<file path="src/rtl/decode_stage_pkg.sv">
// decode_stage_pkg: opcode map, instruction field positions and operand-usage classification.
package decode_stage_pkg;
    typedef logic [3:0] regAddr_t;
    localparam logic [3:0] OP_NOP = 4'h0;
    localparam logic [3:0] OP_ALU_FIRST = 4'h1;
    localparam logic [3:0] OP_ALU_LAST = 4'h7;
    localparam logic [3:0] OP_LDI = 4'h8;
    localparam logic [3:0] OP_STORE = 4'h9;
    localparam int OPC_MSB = 15;
    localparam int OPC_LSB = 12;
    localparam int RD_MSB = 11;
    localparam int RD_LSB = 8;
    localparam int RS1_MSB = 7;
    localparam int RS1_LSB = 4;
    localparam int RS2_MSB = 3;
    localparam int RS2_LSB = 0;
    localparam int IMM_MSB = 7;
    localparam int IMM_LSB = 0;

    function automatic logic isAlu(input logic [3:0] op);
        return op >= OP_ALU_FIRST && op <= OP_ALU_LAST;
    endfunction

    function automatic logic usesRs1(input logic [3:0] op);
        return isAlu(op) || op == OP_STORE;
    endfunction

    function automatic logic usesRs2(input logic [3:0] op);
        return isAlu(op) || op == OP_STORE;
    endfunction

    function automatic logic writesRd(input logic [3:0] op);
        return isAlu(op) || op == OP_LDI;
    endfunction
endpackage

</file>
<file path="src/rtl/decode_stage_if.sv">
// decode_stage_if: instruction in, regfile read, ID/EX out and writeback signals of the decode stage.
interface decode_stage_if;
    logic inValid;
    logic inReady;
    logic [15:0] instr;
    logic [3:0] read1;
    logic [3:0] read2;
    logic [15:0] dataRead1;
    logic [15:0] dataRead2;
    logic outValid;
    logic outReady;
    logic [3:0] outOpcode;
    logic [3:0] outWrite;
    logic outWriteEn;
    logic [15:0] outA;
    logic [15:0] outB;
    logic wbValid;
    logic [3:0] wbAddr;

    modport master (
        output inValid, instr, dataRead1, dataRead2, outReady, wbValid, wbAddr,
        input inReady, read1, read2, outValid, outOpcode, outWrite, outWriteEn, outA, outB
    );

    modport slave (
        input inValid, instr, dataRead1, dataRead2, outReady, wbValid, wbAddr,
        output inReady, read1, read2, outValid, outOpcode, outWrite, outWriteEn, outA, outB
    );
endinterface

</file>
<file path="src/rtl/decode_stage_scoreboard.sv">
// decode_stage_scoreboard: one pending-write bit per register; a set beats a clear on the same index.
module decode_stage_scoreboard
    import decode_stage_pkg::*;
(
    input logic Clk,
    input logic Reset,
    input logic setEn,
    input regAddr_t setAddr,
    input logic clrEn,
    input regAddr_t clrAddr,
    input regAddr_t chk1Addr,
    input regAddr_t chk2Addr,
    input regAddr_t chkDAddr,
    output logic pend1,
    output logic pend2,
    output logic pendD
);
    logic [15:0] pending;
    logic [15:0] setMask;
    logic [15:0] clrMask;

    always_comb begin
        setMask = setEn ? 16'(1) << setAddr : '0;
        clrMask = clrEn ? 16'(1) << clrAddr : '0;
        pend1 = pending[chk1Addr];
        pend2 = pending[chk2Addr];
        pendD = pending[chkDAddr];
    end

    always_ff @(posedge Clk or posedge Reset) begin
        if (Reset) pending <= '0;
        else pending <= (pending & ~clrMask) | setMask;
    end
endmodule

</file>
<file path="src/rtl/decode_stage.sv">
// decode_stage: IF/ID hold register checked against the pending-write scoreboard, issuing into a registered ID/EX slot.
module decode_stage
    import decode_stage_pkg::*;
(
    input logic Clk,
    input logic Reset,
    decode_stage_if.slave bus
);
    logic heldValid;
    logic [15:0] heldInstr;
    logic [3:0] opcode;
    regAddr_t rd;
    regAddr_t rs1;
    regAddr_t rs2;
    logic pend1;
    logic pend2;
    logic pendD;
    logic hazard;
    logic issue;

    always_comb begin
        opcode = heldInstr[OPC_MSB:OPC_LSB];
        rd = heldInstr[RD_MSB:RD_LSB];
        rs1 = heldInstr[RS1_MSB:RS1_LSB];
        rs2 = heldInstr[RS2_MSB:RS2_LSB];
        hazard = (usesRs1(opcode) && pend1) || (usesRs2(opcode) && pend2) || (writesRd(opcode) && pendD);
        issue = heldValid && !hazard && (!bus.outValid || bus.outReady);
        bus.inReady = !heldValid || issue;
        bus.read1 = rs1;
        bus.read2 = rs2;
    end

    decode_stage_scoreboard sb (
        .Clk(Clk),
        .Reset(Reset),
        .setEn(issue && writesRd(opcode)),
        .setAddr(rd),
        .clrEn(bus.wbValid),
        .clrAddr(bus.wbAddr),
        .chk1Addr(rs1),
        .chk2Addr(rs2),
        .chkDAddr(rd),
        .pend1(pend1),
        .pend2(pend2),
        .pendD(pendD)
    );

    always_ff @(posedge Clk or posedge Reset) begin
        if (Reset) begin
            heldValid <= 1'b0;
            heldInstr <= '0;
        end else if (bus.inValid && bus.inReady) begin
            heldValid <= 1'b1;
            heldInstr <= bus.instr;
        end else if (issue) begin
            heldValid <= 1'b0;
        end
    end

    // LDI carries its immediate in the rs1/rs2 field, so its operands bypass the regfile.
    always_ff @(posedge Clk or posedge Reset) begin
        if (Reset) begin
            bus.outValid <= 1'b0;
            bus.outOpcode <= '0;
            bus.outWrite <= '0;
            bus.outWriteEn <= 1'b0;
            bus.outA <= '0;
            bus.outB <= '0;
        end else if (issue) begin
            bus.outValid <= 1'b1;
            bus.outOpcode <= opcode;
            bus.outWrite <= rd;
            bus.outWriteEn <= writesRd(opcode);
            bus.outA <= (opcode == OP_LDI) ? '0 : bus.dataRead1;
            bus.outB <= (opcode == OP_LDI) ? {8'h00, heldInstr[IMM_MSB:IMM_LSB]} : bus.dataRead2;
        end else if (bus.outReady) begin
            bus.outValid <= 1'b0;
        end
    end
endmodule

</file>
<file path="src/flat_wrapper.sv">
// flat-port wrapper written by rule: the top's interface ports become plain ports
module decode_stage_flat import decode_stage_pkg::*;
  (Clk, Reset, bus_inValid, bus_instr, bus_dataRead1, bus_dataRead2, bus_outReady, bus_wbValid, bus_wbAddr, bus_inReady, bus_read1, bus_read2, bus_outValid, bus_outOpcode, bus_outWrite, bus_outWriteEn, bus_outA, bus_outB);
  decode_stage_if bus_i ();
  input logic Clk;
  input logic Reset;
  input wire logic [$bits(bus_i.inValid)-1:0] bus_inValid;
  input wire logic [$bits(bus_i.instr)-1:0] bus_instr;
  input wire logic [$bits(bus_i.dataRead1)-1:0] bus_dataRead1;
  input wire logic [$bits(bus_i.dataRead2)-1:0] bus_dataRead2;
  input wire logic [$bits(bus_i.outReady)-1:0] bus_outReady;
  input wire logic [$bits(bus_i.wbValid)-1:0] bus_wbValid;
  input wire logic [$bits(bus_i.wbAddr)-1:0] bus_wbAddr;
  output wire logic [$bits(bus_i.inReady)-1:0] bus_inReady;
  output wire logic [$bits(bus_i.read1)-1:0] bus_read1;
  output wire logic [$bits(bus_i.read2)-1:0] bus_read2;
  output wire logic [$bits(bus_i.outValid)-1:0] bus_outValid;
  output wire logic [$bits(bus_i.outOpcode)-1:0] bus_outOpcode;
  output wire logic [$bits(bus_i.outWrite)-1:0] bus_outWrite;
  output wire logic [$bits(bus_i.outWriteEn)-1:0] bus_outWriteEn;
  output wire logic [$bits(bus_i.outA)-1:0] bus_outA;
  output wire logic [$bits(bus_i.outB)-1:0] bus_outB;
  assign bus_i.inValid = bus_inValid;
  assign bus_i.instr = bus_instr;
  assign bus_i.dataRead1 = bus_dataRead1;
  assign bus_i.dataRead2 = bus_dataRead2;
  assign bus_i.outReady = bus_outReady;
  assign bus_i.wbValid = bus_wbValid;
  assign bus_i.wbAddr = bus_wbAddr;
  assign bus_inReady = bus_i.inReady;
  assign bus_read1 = bus_i.read1;
  assign bus_read2 = bus_i.read2;
  assign bus_outValid = bus_i.outValid;
  assign bus_outOpcode = bus_i.outOpcode;
  assign bus_outWrite = bus_i.outWrite;
  assign bus_outWriteEn = bus_i.outWriteEn;
  assign bus_outA = bus_i.outA;
  assign bus_outB = bus_i.outB;
  decode_stage u_core (.Clk(Clk), .Reset(Reset), .bus(bus_i));
endmodule
</file>
<file path="config.mk">
export PLATFORM = sky130hd
export DESIGN_NAME = decode_stage_flat
export DESIGN_NICKNAME = d
export VERILOG_FILES = /design/src/rtl/decode_stage_pkg.sv /design/src/rtl/decode_stage_if.sv /design/src/rtl/decode_stage_scoreboard.sv /design/src/rtl/decode_stage.sv /design/src/flat_wrapper.sv
export SDC_FILE = /design/constraint.sdc
export NUM_CORES = 1
export LEC_CHECK = 0
export ABC_AREA = 1
export CORE_ASPECT_RATIO = 1.4
export CORE_MARGIN = 2
export CORE_UTILIZATION = 40
export DETAILED_ROUTE_END_ITERATION = 7
export PLACE_DENSITY = 0.7
export SLEW_MARGIN = 20
export SYNTH_ARGS = -nofsm -noshare
export SYNTH_HDL_FRONTEND = slang
export SYNTH_SLANG_ARGS = --single-unit
</file>
<file path="constraint.sdc">
create_clock -name Clk -period 4.21 [get_ports Clk]
set_input_delay 0.6315 -clock Clk [delete_from_list [all_inputs] [get_ports Clk]]
set_output_delay 0.6315 -clock Clk [all_outputs]
set_load 0.01 [all_outputs]
</file>
### Word level (Yosys, flattened, before mapping)

Index checks and enable logic that the tools add are counted.

| cells by class | value |
|---|---|
| order comparisons | 5 |
| eq/ne operators | 2 |
| shift-type cells | 2 |
| multiplexer cells | 14 |
| bitwise gates (word level) | 3 |
| reductions and logical operators | 19 |

Operators with widths:

| operator | number |
|---|---|
| $mux W16 | 4 |
| $shl A1 B4 Y16 const A | 2 |
| $and A16 B16 Y16 | 1 |
| $not A16 Y16 | 1 |
| $or A16 B16 Y16 | 1 |
| $lt A4 B5 Y1 const B | 3 |
| $bmux W1 S4 | 3 |
| $eq A4 B4 Y1 const B | 2 |
| $logic_and A1 B1 Y1 | 8 |
| $mux W1 | 7 |
| $logic_or A1 B1 Y1 | 6 |
| $ge A4 B1 Y1 const B | 1 |
| $le A4 B3 Y1 const B | 1 |
| $reduce_bool A2 Y1 | 2 |
| $logic_not A1 Y1 | 3 |

| storage, ports and cells | value |
|---|---|
| bits in registers | 75 |
| bits of input ports | 57 |
| word-level logic and storage cells | 54 |

### Depth between registers and ports, before layout

| logic depth | value |
|---|---|
| word-level depth | 12 |
| mapped depth | 15 |
| gate-level depth less buffers | 13 |

### Cells and area by module

From an unflattened synthesis, not the netlist that was laid out.

| second synthesis, totals | value |
|---|---|
| cell total of the unflattened synthesis | 475 |
| area total of the unflattened synthesis | 3,823.7 sq um |

Modules (own cells, without submodules):

| module | instances | cells an instance | area an instance (sq um) |
|---|---|---|---|
| decode_stage | 1 | 274 | 2,543.7 |
| decode_stage_scoreboard | 1 | 201 | 1,280.0 |

### Worst setup path after synthesis

No wires, ideal clock.

| timing | value |
|---|---|
| path type | register -> output |
| from | register u_core.heldInstr[0] |
| to | output bus_inReady |
| arrival | 1.460 ns |
| data required time | 3.579 ns |
| slack | 2.119 ns |
| stages on the path, launching flop included | 12 |
| path buffers | 2 |
| path through | dfrtp_1 -> buf_4 -> inv_4 -> nand2_1 -> nand3_1 -> nand2_1 -> nand2_1 -> nand3_1 -> nand3_1 -> nand3_2 -> o21bai_4 -> buf_4 |

| on the way | value |
|---|---|
| cells in the longest elaborated chain, start to end | 9 |

RTL lines:

| element | line | source |
|---|---|---|
| start: declaration | decode_stage.sv:10 | `logic [15:0] heldInstr;` |
| start signal: assignment | decode_stage.sv:54 | `heldInstr <= bus.instr;` |
| $bmux W1 S4 | decode_stage_scoreboard.sv:26 | `pend2 = pending[chk2Addr];` |
| $mux W1 (not written as such) | decode_stage_scoreboard.sv:26 |  |
| $logic_and A1 B1 Y1 | decode_stage.sv:26 | `hazard = (usesRs1(opcode) && pend1) \|\| (usesRs2(opcode) && pend2) \|\| (writesRd(opcode) && pendD);` |
| $logic_or A1 B1 Y1 (2 in a row) | decode_stage.sv:26 |  |
| $logic_not A1 Y1 | decode_stage.sv:27 | `issue = heldValid && !hazard && (!bus.outValid \|\| bus.outReady);` |
| $logic_and A1 B1 Y1 (2 in a row) | decode_stage.sv:27 |  |
| $logic_or A1 B1 Y1 | decode_stage.sv:28 | `bus.inReady = !heldValid \|\| issue;` |
| end: declaration | flat_wrapper.sv:14 | `output wire logic [$bits(bus_i.inReady)-1:0] bus_inReady;` |

No other way between the ends. The select of a mux whose other input is x is not followed.

### Worst setup path in the final report

| timing | value |
|---|---|
| from | register u_core.heldInstr[8] |
| to | output bus_inReady |

| on the way | value |
|---|---|
| cells in the longest elaborated chain, start to end | 8 |

RTL lines:

| element | line | source |
|---|---|---|
| $bmux W1 S4 | decode_stage_scoreboard.sv:27 | `pendD = pending[chkDAddr];` |
| $mux W1 (not written as such) | decode_stage_scoreboard.sv:27 |  |
| $logic_and A1 B1 Y1 | decode_stage.sv:26 |  |
| $logic_or A1 B1 Y1 | decode_stage.sv:26 |  |
| $logic_not A1 Y1 | decode_stage.sv:27 |  |
| $logic_and A1 B1 Y1 (2 in a row) | decode_stage.sv:27 |  |
| $logic_or A1 B1 Y1 | decode_stage.sv:28 |  |

No other way between the ends. The select of a mux whose other input is x is not followed.

==> flow_metrics.tcl <==
set metrics [dict create \
    status "finished, final reports clean" \
    holdPathStages 2 \
    tightestPinTransition_ns 0.8693 \
    hpwl_mm 7.615 \
    holdCritPathClass "reg -> reg" \
    hold_violations 0 \
    cts_sinks 75 \
    drc 0 \
    grt_pass1_vias 3529 \
    worstSetupPathDepth 10 \
    cellLeakagePower_nw 2.507 \
    syn-num-nets 569 \
    cts-root-buf "clkbuf_16" \
    cp_data_required_time_ns 3.58 \
    path_cells "nand2_2 -> nor2_1 -> nor2_1 -> nand3_1 -> nand3_1 -> nand3_2 -> nand3_2 -> o21bai_4 -> buf_4 -> clkdlybuf4s50_1" \
    cts.reportedPaths.clkPinSlew_ns 0.06 \
    setup.worst_path.start_class "flip-flop" \
    overflow 0 \
    grt_usage_pct 20.74 \
    gp_congestion 0.9583 \
    start_util_pct 40.80 \
    end_kind "output port" \
    io_pins 108 \
    place_inst 703 \
    cp_num_buf_inv 2 \
    post_synth_xor_area_fraction_pct 0 \
    drive_above_1_share_pct 5.747 \
    highest_layer "met4" \
    pwr-share-seq_pct 32.7 \
    drt_iter0_drc 275 \
    post_cts_buffers 0 \
    antenna_found_initial 0 \
    p_int_mw 2.416 \
    period_minus_slack_ns 3.158 \
    core-area_um2 9407 \
    cap_violations 0 \
    netSwitchingPower_mw 1.930 \
    cts_tree "yes" \
    n_antenna_cell 0 \
    max_stage_delay_ns 0.60 \
    die_x_um 86.78 \
    critPathTopFamily "buffers and inverters" \
    synth-simple-area-share_pct 33.36 \
    layoutNonFillerInstCount 719 \
    finalSetupViolCount 0 \
    area_growth_pct 34.20 \
    synth_area_um2 3837 \
    reg2reg_depth 12 \
    ys_ff_latch 75 \
    powerDensity_nw_per_um2 843.9 \
    wl_met3_um 598 \
    postSynthAreaPerCell_um2 7.495 \
    pre_cts_ws_ns 1.421 \
    clockBufferDepth 2 \
    fp-row-count 42 \
    synthCells 512 \
    layout.nets 661 \
    wl_mm 10.24 \
    seq_area_frac_synth_pct 48.91 \
    viasPerCell 5.083 \
    synth-compound-area-share_pct 8.771 \
    fin_crit_sh_pct 75.01 \
    synth_cell_types 23 \
    switching_share_pct 44.40 \
    wl_met1_mm 4.115 \
    critical_path_arrival_ns 2.53 \
    peakVddDrop_uv 335.9 \
    synthMuxAreaShare_pct 0 \
    firstDrtPassIters 5 \
    dieHeight_um 119.9 \
    vias 3655 \
    htreeDepth 3 \
    antenna_left 0 \
    path_class "reg -> out" \
    power_mw 4.346 \
    pwr-share-comb_pct 51.3 \
    wl_met2_mm 5.132 \
    grt_first_pass_wirelength_mm 16.95 \
    io_buffers 107 \
    fmax_mhz 316.6 \
    synthAdderAreaFrac_pct 0 \
    pwr-share-clk_pct 16.0 \
    wl_per_cell_um 14.24 \
    rsz0062_at_grt "false" \
    cts_resized 0 \
    relSlewSlack_pct 41.98 \
    skew_ns 0.006294 \
    postCtsHoldBufs 0 \
    die_area_um2 10400 \
    drv_slew 0 \
    setup_tns_ns 0 \
    grt_start_max_net_pins 83 \
    cp_max_fo 19 \
    numCtsBuffers 9 \
    layout_setup_ws_ns 1.052 \
    ys_warn_count 0 \
    clkLatencyLatePin_ns 0.33 \
    synth_top_family_by_area "simple AND/OR/NAND/NOR gates" \
    cpMaxStageDelayCell "dfrtp_1" \
]
## registers in the layout, indices dropped and copies added, names as in the netlist
signal                 count
u_core.bus.outA           16
u_core.heldInstr          16
u_core.heldValid           1
u_core.sb.pending         16
u_core.bus.outB           16
u_core.bus.outOpcode       4
u_core.bus.outValid        1
u_core.bus.outWrite        4
u_core.bus.outWriteEn      1
## through the flow
stage                     hold WS (ns)  utilization, %  cell area [um2]
final                           0.4733           54.75             5150
after global routing            0.5130           54.75             5150
after CTS                       0.4754           54.74             5149
after detailed placement        0.4614           51.84             4876
after floorplan                 0.4419               -             3837
after global placement          0.4616           51.84             4876
## synth_stat cells, drive strengths merged
cell | instances | area share (%)
inv | 37 | 3.9
nand3 | 64 | 8.6
o31ai | 1 | 0.20
nor2 | 24 | 2.7
buf | 21 | 4.2
clkbuf | 8 | 0.85
o21bai | 1 | 0.49
o21ai | 62 | 8.1
nand2 | 219 | 22
dfrtp | 75 | 49
## layout by cell type (no fill, tap or decap), drive strengths merged
cell type / count
o31ai: 1
nor2: 24
nand2: 219
clkinv: 4
o21bai: 1
clkbuf: 12
clkdlybuf4s50: 107
buf: 3
o21ai: 62
dfrtp: 75
inv: 36
clkinvlp: 1
nand3: 64
## worst min-delay path: stages, from the launching register on
cell     delay, ns
dfrtp_1       0.34
nand2_1       0.05
nand2_1       0.04
## power groups by stage
stage,sequential [mW],combinational [mW],clock (mW)
after floorplan,1.37,1.52,0
after global placement,1.41,2.19,0
after detailed placement,1.42,2.24,0
after CTS,1.41,2.25,0.707
after global routing,1.46,2.54,0.743
final,1.42,2.23,0.696
## worst paths after layout
check                                                   end  slack [ns]                             start
max reg2reg                  u_core.sb.pending[1]$_DFF_PP0_        1.72   u_core.heldInstr[0]$_DFFE_PP0P_
min in group asynchronous    u_core.bus.outA[4]$_DFFE_PP0P_        0.77                             Reset
max                                             bus_inReady        1.05   u_core.heldInstr[8]$_DFFE_PP0P_
min                        u_core.heldInstr[15]$_DFFE_PP0P_        0.47  u_core.heldInstr[15]$_DFFE_PP0P_
min reg2reg                u_core.heldInstr[15]$_DFFE_PP0P_        0.47  u_core.heldInstr[15]$_DFFE_PP0P_
max in group asynchronous   u_core.heldInstr[5]$_DFFE_PP0P_        2.62                             Reset
## metal layers
| metal | GRT usage (%) | vias to the layer above |
|---|---|---|
| met3 | 4.127 | 24 |
| met5 | 0 | - |
| met2 | 34.16 | 147 |
| met4 | 10.06 | 0 |
| met1 | 25.61 | 1678 |
| li1 | - | 1806 |
## logic make-up after synthesis
| logic type | Yosys count |
|---|---|
| DFF | 75 |
| and+or+nand+nor | 307 |
| AOI/OAI and AO/OA | 64 |
| buffers and inverters | 66 |
## area by class of cell
class	instances	area [um2]
flip-flops and latches	75	1877
clock inverters	4	26.28
clock buffers	12	246.5
fillers	882	4257
multi-input cells	371	1617
well taps	110	137.6
inverters	37	152.6
repair buffers	110	1094
No activity file was read; power rests on OpenSTA's default activity.
==> RTL change: new RTL, config.mk and constraints unchanged <==
Reset style: synchronous (`Reset`), changed in 3 clocked blocks.
--- a/src/rtl/decode_stage_scoreboard.sv
+++ b/src/rtl/decode_stage_scoreboard.sv
@@ -28,5 +28,5 @@
     end
 
-    always_ff @(posedge Clk or posedge Reset) begin
+    always_ff @(posedge Clk) begin
         if (Reset) pending <= '0;
         else pending <= (pending & ~clrMask) | setMask;
--- a/src/rtl/decode_stage.sv
+++ b/src/rtl/decode_stage.sv
@@ -46,5 +46,5 @@
     );
 
-    always_ff @(posedge Clk or posedge Reset) begin
+    always_ff @(posedge Clk) begin
         if (Reset) begin
             heldValid <= 1'b0;
@@ -59,5 +59,5 @@
 
     // LDI carries its immediate in the rs1/rs2 field, so its operands bypass the regfile.
-    always_ff @(posedge Clk or posedge Reset) begin
+    always_ff @(posedge Clk) begin
         if (Reset) begin
             bus.outValid <= 1'b0;
Formal check against the unedited RTL: differs if Reset is asserted again (counterexample within 4 cycles, from zero or initial values and one cycle with Reset high); with Reset held inactive, the same outputs for 4 cycles.
==> RTL change against the original RTL <==
  * Hold slack worse by 0.012 ns
  * Sequential cell count unchanged
  * Critical path depth unchanged
  * Setup slack worse by 0.21 ns
  * Routed wire length up 8.8%
  * Global-route usage up 2.2 points
  * Sequential share of layout area down 6.5 points
  * Final cell count up 5.1%
  * Utilization up 0.74 points
  * Cell area down 2.7%
  * Synthesized area down 3.2%
  * Critical path type unchanged
  * Critical endpoint unchanged
Power is not compared: it rests on default switching activity, and its combinational part moved more than twofold at a synthesized area within 25%.
==> RTL change: results (changes against the original RTL) <==
Parameter                              Value

Status
  Outcome    completed

Routing
  Number of DRC violations after detailed-routing iteration 0    206 (-25%)
  Metal1 wirelength    4249 µm (+3.3%)
  Pre-antenna DRT Iters    4 (-1)
  Drt via density    5.173 (+1.8%)
  Routed Wire Length    11,140 µm (+8.8%)
  Met3 routed WL    652 µm (+9.0%)

Placement
  Placed standard-cell area    4716 µm² (-3.3%)
  Worst Setup Slack post-DPL    1.208 ns (-0.2128 ns)
  Detailed-placement wirelength estimate    8172 µm (+7.3%)

GRT
  Combined global-route utilization of all metal layers    22.94% (+2.2 points)
  Met3 track demand over resource in global routing    5.750% (+1.6 points)
  Global Route met1 Usage    24.73% (-0.88 points)

Worst setup path
  Worst setup path startpoint    u_core.heldInstr[8]$_SDFFE_PP0P_
  Highest fanout seen on the critical path    34 (+15)
  Internal reg-to-reg setup slack    1.33 ns (-0.39 ns)
  Startpoint of the lowest-slack register-to-register path    u_core.heldInstr[11]$_SDFFE_PP0P_
  R2R depth    9 (-3)
  Longest individual stage delay on the worst path    0.64 ns (+0.04 ns)
  Cell at the slowest stage of the critical path    sky130_fd_sc_hd__dfxtp_1

Worst hold path
  Hold EP    u_core.bus.outA[13]$_SDFFE_PP0P_

Synthesis
  Distinct cell type count of the synthesized netlist    21 (-8.7%)
  Net count of the mapped netlist    621 (+9.1%)
  Share of synthesized registers carrying an async set or reset    0% (-100 points)
  Most frequently used flop master after synthesis    sky130_fd_sc_hd__dfxtp_1

Timing
  Slew Limit Headroom    34.02% (-8.0 points)
  Worst hold slack across all endpoints    0.4608 ns (-0.01242 ns)

Cells and area
  Total number of nets in the final design    701 (+6.1%)
-- RTL change: changes by cell type after synthesis, moves of 6 or more --
| cell | change |
|---|---|
| sky130_fd_sc_hd__inv_1 | +20 |
| sky130_fd_sc_hd__a21oi_1 | +58 |
| sky130_fd_sc_hd__nor2_1 | +36 |
| sky130_fd_sc_hd__nand3_1 | +40 |
| sky130_fd_sc_hd__clkbuf_1 | +8 |
| sky130_fd_sc_hd__nand2_1 | -93 |
| sky130_fd_sc_hd__buf_2 | +6 |
| sky130_fd_sc_hd__o21ai_1 | -19 |
| sky130_fd_sc_hd__dfrtp_1 | -75 |
| sky130_fd_sc_hd__dfxtp_1 | +75 |
-- RTL change: final cells by class --
cell class | instances | area, µm²
Multi-Input combinational cell | 389 | 1749
Sequential cell | 75 | 1501
Inverter | 56 | 215.2
Fill cell | 913 | 4019
Clock buffer | 13 | 280.3
Tap cell | 107 | 133.9
Clock inverter | 3 | 18.77
Timing Repair Buffer | 113 | 1111
